<file path="src/rtl/sha3_axis_pkg.sv">
// Shared types and constants for the SHA-3 AXI-Stream padder.
package sha3_axis_pkg;

    typedef enum logic [1:0] {
        MODE_224 = 2'd0,
        MODE_256 = 2'd1,
        MODE_384 = 2'd2,
        MODE_512 = 2'd3
    } sha3_mode_t;

    typedef enum logic [1:0] {
        ST_IDLE     = 2'd0,
        ST_PASS     = 2'd1,
        ST_PAD      = 2'd2,
        ST_PAD_LAST = 2'd3
    } pad_state_t;

    // SHA-3 domain-separation byte and final pad bit
    localparam logic [7:0] PAD_DOMAIN = 8'h06;
    localparam logic [7:0] PAD_FINAL  = 8'h80;

    // Keccak rate expressed in 16-bit words
    function automatic logic [6:0] rate_words(input sha3_mode_t mode);
        logic [6:0] r;
        case (mode)
            MODE_224: r = 7'd72;
            MODE_256: r = 7'd68;
            MODE_384: r = 7'd52;
            default:  r = 7'd36;
        endcase
        return r;
    endfunction

endpackage

</file>
<file path="src/rtl/sha3_pad_axis.sv">
// SHA-3 message padder: forwards 16-bit message words and appends the
// 0x06 ... 0x80 pad so the output is a whole number of rate blocks.
module sha3_pad_axis
    import sha3_axis_pkg::*;
(
    input  logic        ACLK,
    input  logic        ARESET,
    input  logic [15:0] S_TDATA,
    input  logic [1:0]  S_TKEEP,
    input  logic [1:0]  S_TUSER,
    input  logic        S_TVALID,
    input  logic        S_TLAST,
    output logic        S_TREADY,
    output logic [15:0] M_TDATA,
    output logic [7:0]  M_TDEST,
    output logic [1:0]  M_TUSER,
    output logic        M_TID,
    output logic        M_TLAST,
    output logic        M_TVALID,
    input  logic        M_TREADY
);

    pad_state_t state;
    pad_state_t pad_next;
    sha3_mode_t mode_q;
    sha3_mode_t cur_mode;
    logic [6:0] idx_q;
    logic [6:0] idx_nxt;
    logic [6:0] rate_m1;
    logic       pend_q;
    logic       can_load;
    logic       in_accept_state;
    logic       s_fire;
    logic       at_end;
    logic       near_end;
    logic       short_last;
    logic [15:0] short_word;

    // Handshake, index and pad-word decode for the word about to be loaded
    always_comb begin
        can_load        = !M_TVALID || M_TREADY;
        in_accept_state = (state == ST_IDLE) || (state == ST_PASS);
        S_TREADY        = !ARESET && in_accept_state && can_load;
        s_fire          = S_TREADY && S_TVALID;
        cur_mode        = (state == ST_IDLE) ? sha3_mode_t'(S_TUSER) : mode_q;
        rate_m1         = rate_words(cur_mode) - 7'd1;
        at_end          = (idx_q == rate_m1);
        idx_nxt         = at_end ? '0 : idx_q + 7'd1;
        near_end        = (idx_nxt == rate_m1);
        // keep 01 has bit 0 set, so it falls through to the full-word path
        short_last      = S_TLAST && !S_TKEEP[0];
        short_word      = S_TKEEP[1] ? {S_TDATA[15:8], PAD_DOMAIN}
                                     : {PAD_DOMAIN, 8'h00};
        pad_next        = near_end ? ST_PAD_LAST : ST_PAD;
    end

    // Padding FSM with registered output word
    always_ff @(posedge ACLK or posedge ARESET) begin
        if (ARESET) begin
            state    <= ST_IDLE;
            mode_q   <= MODE_224;
            idx_q    <= '0;
            pend_q   <= 1'b0;
            M_TDATA  <= '0;
            M_TDEST  <= '0;
            M_TUSER  <= '0;
            M_TID    <= 1'b0;
            M_TLAST  <= 1'b0;
            M_TVALID <= 1'b0;
        end else if (can_load && (s_fire || state == ST_PAD || state == ST_PAD_LAST)) begin
            M_TVALID <= 1'b1;
            M_TDEST  <= {1'b0, idx_q};
            M_TUSER  <= cur_mode;
            M_TID    <= at_end;
            M_TLAST  <= 1'b0;
            idx_q    <= idx_nxt;
            case (state)
                ST_IDLE, ST_PASS: begin
                    mode_q <= cur_mode;
                    if (!S_TLAST) begin
                        M_TDATA <= S_TDATA;
                        state   <= ST_PASS;
                    end else if (short_last) begin
                        if (at_end) begin
                            M_TDATA <= short_word | {8'h00, PAD_FINAL};
                            M_TLAST <= 1'b1;
                            state   <= ST_IDLE;
                        end else begin
                            M_TDATA <= short_word;
                            state   <= pad_next;
                        end
                    end else begin
                        // full last word: the 0x06 goes into the following word
                        M_TDATA <= S_TDATA;
                        pend_q  <= 1'b1;
                        state   <= ST_PAD;
                    end
                end
                ST_PAD: begin
                    pend_q <= 1'b0;
                    if (pend_q && at_end) begin
                        M_TDATA <= {PAD_DOMAIN, PAD_FINAL};
                        M_TLAST <= 1'b1;
                        state   <= ST_IDLE;
                    end else begin
                        M_TDATA <= pend_q ? {PAD_DOMAIN, 8'h00} : '0;
                        state   <= pad_next;
                    end
                end
                default: begin
                    M_TDATA <= {8'h00, PAD_FINAL};
                    M_TLAST <= 1'b1;
                    state   <= ST_IDLE;
                end
            endcase
        end else if (M_TREADY) begin
            M_TVALID <= 1'b0;
        end
    end

endmodule

</file>
<file path="config.mk">
export PLATFORM = sky130hd
export DESIGN_NAME = sha3_pad_axis
export DESIGN_NICKNAME = d
export VERILOG_FILES = /design/src/rtl/sha3_axis_pkg.sv /design/src/rtl/sha3_pad_axis.sv
export SDC_FILE = /design/constraint.sdc
export NUM_CORES = 1
export LEC_CHECK = 0
export BUFFER_PORTS_ARGS = -buffer_cell sky130_fd_sc_hd__buf_2
export CAP_MARGIN = 20
export CORE_MARGIN = 4
export CORE_UTILIZATION = 45
export CTS_BUF_LIST = sky130_fd_sc_hd__clkbuf_8
export DETAILED_ROUTE_END_ITERATION = 16
export PLACE_DENSITY = 0.69
export SLEW_MARGIN = 10
export SYNTH_ARGS = -nofsm -noshare
export SYNTH_HDL_FRONTEND = slang
export SYNTH_SLANG_ARGS = --single-unit
</file>
<file path="constraint.sdc">
create_clock -name ACLK -period 1.8 [get_ports ACLK]
set_clock_uncertainty 0.05 [all_clocks]
set_input_delay 0.36 -clock ACLK [delete_from_list [all_inputs] [get_ports ACLK]]
set_output_delay 0.36 -clock ACLK [all_outputs]
set_load 0.01 [all_outputs]
</file>
==> metrics.csv <==
stage;metric;value;unit
outcome;status;finished with violations;
outcome;failing checks;negative setup slack;
final_layout;Fillers;394;
logic_synthesis;yosys warns;0;
global_routing;All-Layer GR Usage;20.0;%
logic_synthesis;number of enable flip-flop cells after synthesis;0;
logic_synthesis;top-count cell post-synth;nand2_1;
placed_design;PortBufs;53;
route;DRT Wirelength;5.46;mm
die;Die Width;77.3;um
sta;final setup fails;11;
route;Iteration-0 DRC Markers;68;
logic_synthesis;Mapped Nets;267;
placed_design;GP Congestion;0.827;
clock_tree;CTS Buf Count;5;
sta;number of max-slew violations in the final report;0;
clock_tree;CTS tree;built;
final_layout;share of cells above drive strength 1;37.7;%
die;Core ar.;0.00450;sq mm
critical_path;max incr delay on CP;0.48;ns
hold_path;Worst Hold Class;in2reg;
critical_path;critical path data arrival time;2.05;ns
pwr;P_leak;1.44;nW
logic_synthesis;Syn Inst Count;241;
die;chip height;77.3;um
global_routing;number of global-route vias before repair;2022;
placed_design;DP HPWL;4.09;mm
critical_path;CP max-delay cell;dfrtp_2;
critical_path;crit path cell chain;or2_4 -> a31oi_4 -> o211ai_2 -> and3_4 -> a211oi_4 -> a211oi_2;
sta;Highest Clock Rate;522;MHz
logic_synthesis;area share of the largest cell type after synthesis;46.3;%
route;DR pass1 iterations;5;
logic_synthesis;post-synthesis cell area;0.00216;sq mm
sta;unrepaired setup endpoints after global routing;true;
die;cell row count;24;
final_layout;fin util;65.2;%
global_routing;initial antenna violation count;0;
clock_tree;clk buf depth;2;
pwr;Pwr Total;0.00504;W
global_routing;largest net degree at the start of global routing;27;
sta;Hold Slack;0.218;ns
clock_tree;Clock Tree Root;clkbuf_8;
logic_synthesis;post-synth top area cell;dfrtp_1;
critical_path;worst-path fanout max;10;
final_layout;Ant. Diodes;0;
placed_design;placed cell area;0.00271;sq mm
clock_tree;clock latency on the worst-skew pair;0.30;ns
route;DRT met1 WL;2.45;mm
route;drt drc;0;
clock_tree;CTS HTree Levels;2;
logic_synthesis;Mean Syn Cell Area;8.98;sq um
sta;setup ws final;-0.117;ns
critical_path;Crit Path Category;reg2reg;
final_layout;Area Overhead vs Synth;35.7;%
flow_run;number of max-cap violations;0;
route;metal3 WL;265;um
route;WL/cell;14.6;um
logic_synthesis;post-synthesis register bit count;40;
sta;final cycle utilization of the critical path;107;%
pwr;cell area power density;1720;mW/mm^2
die;Initial Utilization;48.0;%
route;via count;2010;
die;I/O pin cnt;55;
logic_synthesis;top post-synthesis cells by area;dfrtp_1 (46%), nand2_1 (7.8%), a22o_1 (3.6%), nor2_1 (3.5%), nand3_1 (2.8%);
sta;final hold viol count;0;
logic_synthesis;Synth async-reset ratio;100;%
logic_synthesis;Distinct cells, synth;52;
critical_path;Worst EP required;1.94;ns
clock_tree;CTS sink count;40;
critical_path;CP Launch Type;flop;
final_layout;Final nets;346;
logic_synthesis;Most used DFF post-synth;dfrtp_1;
critical_path;crit end category;flop;
sta;clock period minus worst slack;1.92;ns
pwr;Worst IR Drop VDD;988;uV
route;Vias/cell;5.39;
route;met2 WL;2.65;mm
route;antenna-violating nets left;0;
route;Top Layer Used;met4;
logic_synthesis;Seq/Total Area, Yosys;46.3;%
final_layout;fin area;0.00294;sq mm
clock_tree;Reg clk slew, reported paths;0.09;ns
global_routing;first-pass GRT wire length;9.63;mm
global_routing;total grt overflow;0;
die;Die ar.;0.00598;sq mm
logic_synthesis;Post-synth top cells;nand2_1 (45), dfrtp_1 (40), nor2_1 (20);
final timing paths:
| path | slack, ns | endpoint | from | cells after the start |
|---|---|---|---|---|
| setup / recovery | -0.12 | M_TDATA[7]$_DFFE_PP0P_ | state[1]$_DFFE_PP0P_ | 6 |
| setup reg to reg | -0.12 | M_TDATA[7]$_DFFE_PP0P_ | state[1]$_DFFE_PP0P_ | 6 |
| hold reg to reg | 0.42 | M_TDATA[0]$_DFFE_PP0P_ | M_TDATA[0]$_DFFE_PP0P_ | 2 |
| hold / removal | 0.22 | M_TDATA[12]$_DFFE_PP0P_ | S_TDATA[12] | 2 |
| min in group asynchronous | 0.54 | M_TDEST[3]$_DFFE_PP0P_ | ARESET | 3 |
| max in group asynchronous | 0.71 | M_TDATA[1]$_DFFE_PP0P_ | ARESET | 4 |
cells by family after synthesis:
family	count (synthesis)	share of synthesized area, %
AO/OA/AOI/OAI	58	19.7
XOR/XNOR	3	1.21
adder cells (fa/ha/maj)	1	0.578
buffers and inverters	22	4.86
flip-flops	40	46.3
multiplexers	3	1.39
other	1	0.173
AND/OR/NAND/NOR	113	25.8
critical path: cells and delay by family (launching register included):
family,cells,cell delay [ns]
DFF,1,0.48
AOI/OAI and AO/OA,4,0.74
and+or+nand+nor,2,0.54
flip-flops by register name, summed over array words and instances, names as in the netlist:
register  count
idx_q         7
pend_q        1
M_TDATA      16
M_TVALID      1
state         2
M_TUSER       2
M_TID         1
M_TLAST       1
M_TDEST       7
mode_q        2
stage by stage:
stage	instances	setup slack (ns)	TNS (ns)
2_1_floorplan	241	-0.0443	-0.199
3_3_place_gp	363	-0.156	-1.34
3_5_place_dp	363	-0.234	-1.80
4_1_cts	373	-0.134	-0.921
5_1_grt	373	-0.199	-1.89
6_report	373	-0.117	-0.772
where the power goes:
group	switching, W	internal (W)	leakage [nW]
Clock	0.000345	0.000418	0.0548
Combinational	0.00140	0.00127	0.880
Sequential	0.000317	0.00129	0.502
Total	0.00206	0.00297	1.44
cell type report:
cell class	count	area, sq um	area share (%)
inverter	6	22.5	0.767
timing repair buffer	88	588	20.0
tap	52	65.1	2.22
sequential	40	1000	34.2
multi-input combinational	179	1140	38.9
clock buffer	5	68.8	2.34
clock inverter	3	46.3	1.58
cells in the final DEF, fill, tap and decap left out, types with 3 or more instances in the layout:
cell | Yosys | layout
nand2b_1 | 5 | 5
inv_1 | 6 | 6
buf_4 | 1 | 28
nand3_1 | 12 | 12
buf_2 | 3 | 53
dfrtp_1 | 40 | 38
buf_12 | 0 | 4
nand2_1 | 45 | 45
a22o_1 | 9 | 9
a211oi_2 | 1 | 3
nor2b_1 | 7 | 7
nor3_2 | 1 | 3
o21ai_1 | 11 | 12
nor3_1 | 5 | 3
clkbuf_8 | 0 | 5
o21ai_0 | 7 | 6
a21oi_1 | 10 | 10
nor2_1 | 20 | 19
what timing repair did:
action,CTS,global route
pin swaps,2,10
gates cloned,0,0
endpoints found under the setup margin,12,14
hold buffers,1,0
hold endpoints to repair,5,0
gates resized for setup,18,5
buffers inserted,1,1
layer usage:
metal  vias up  track usage, %
li1       1000               -
met1       945            27.3
met2        55            31.4
met3        10            4.86
met4         0            6.23
met5         -               0
Note: power is estimated with default switching activity, not from simulation.
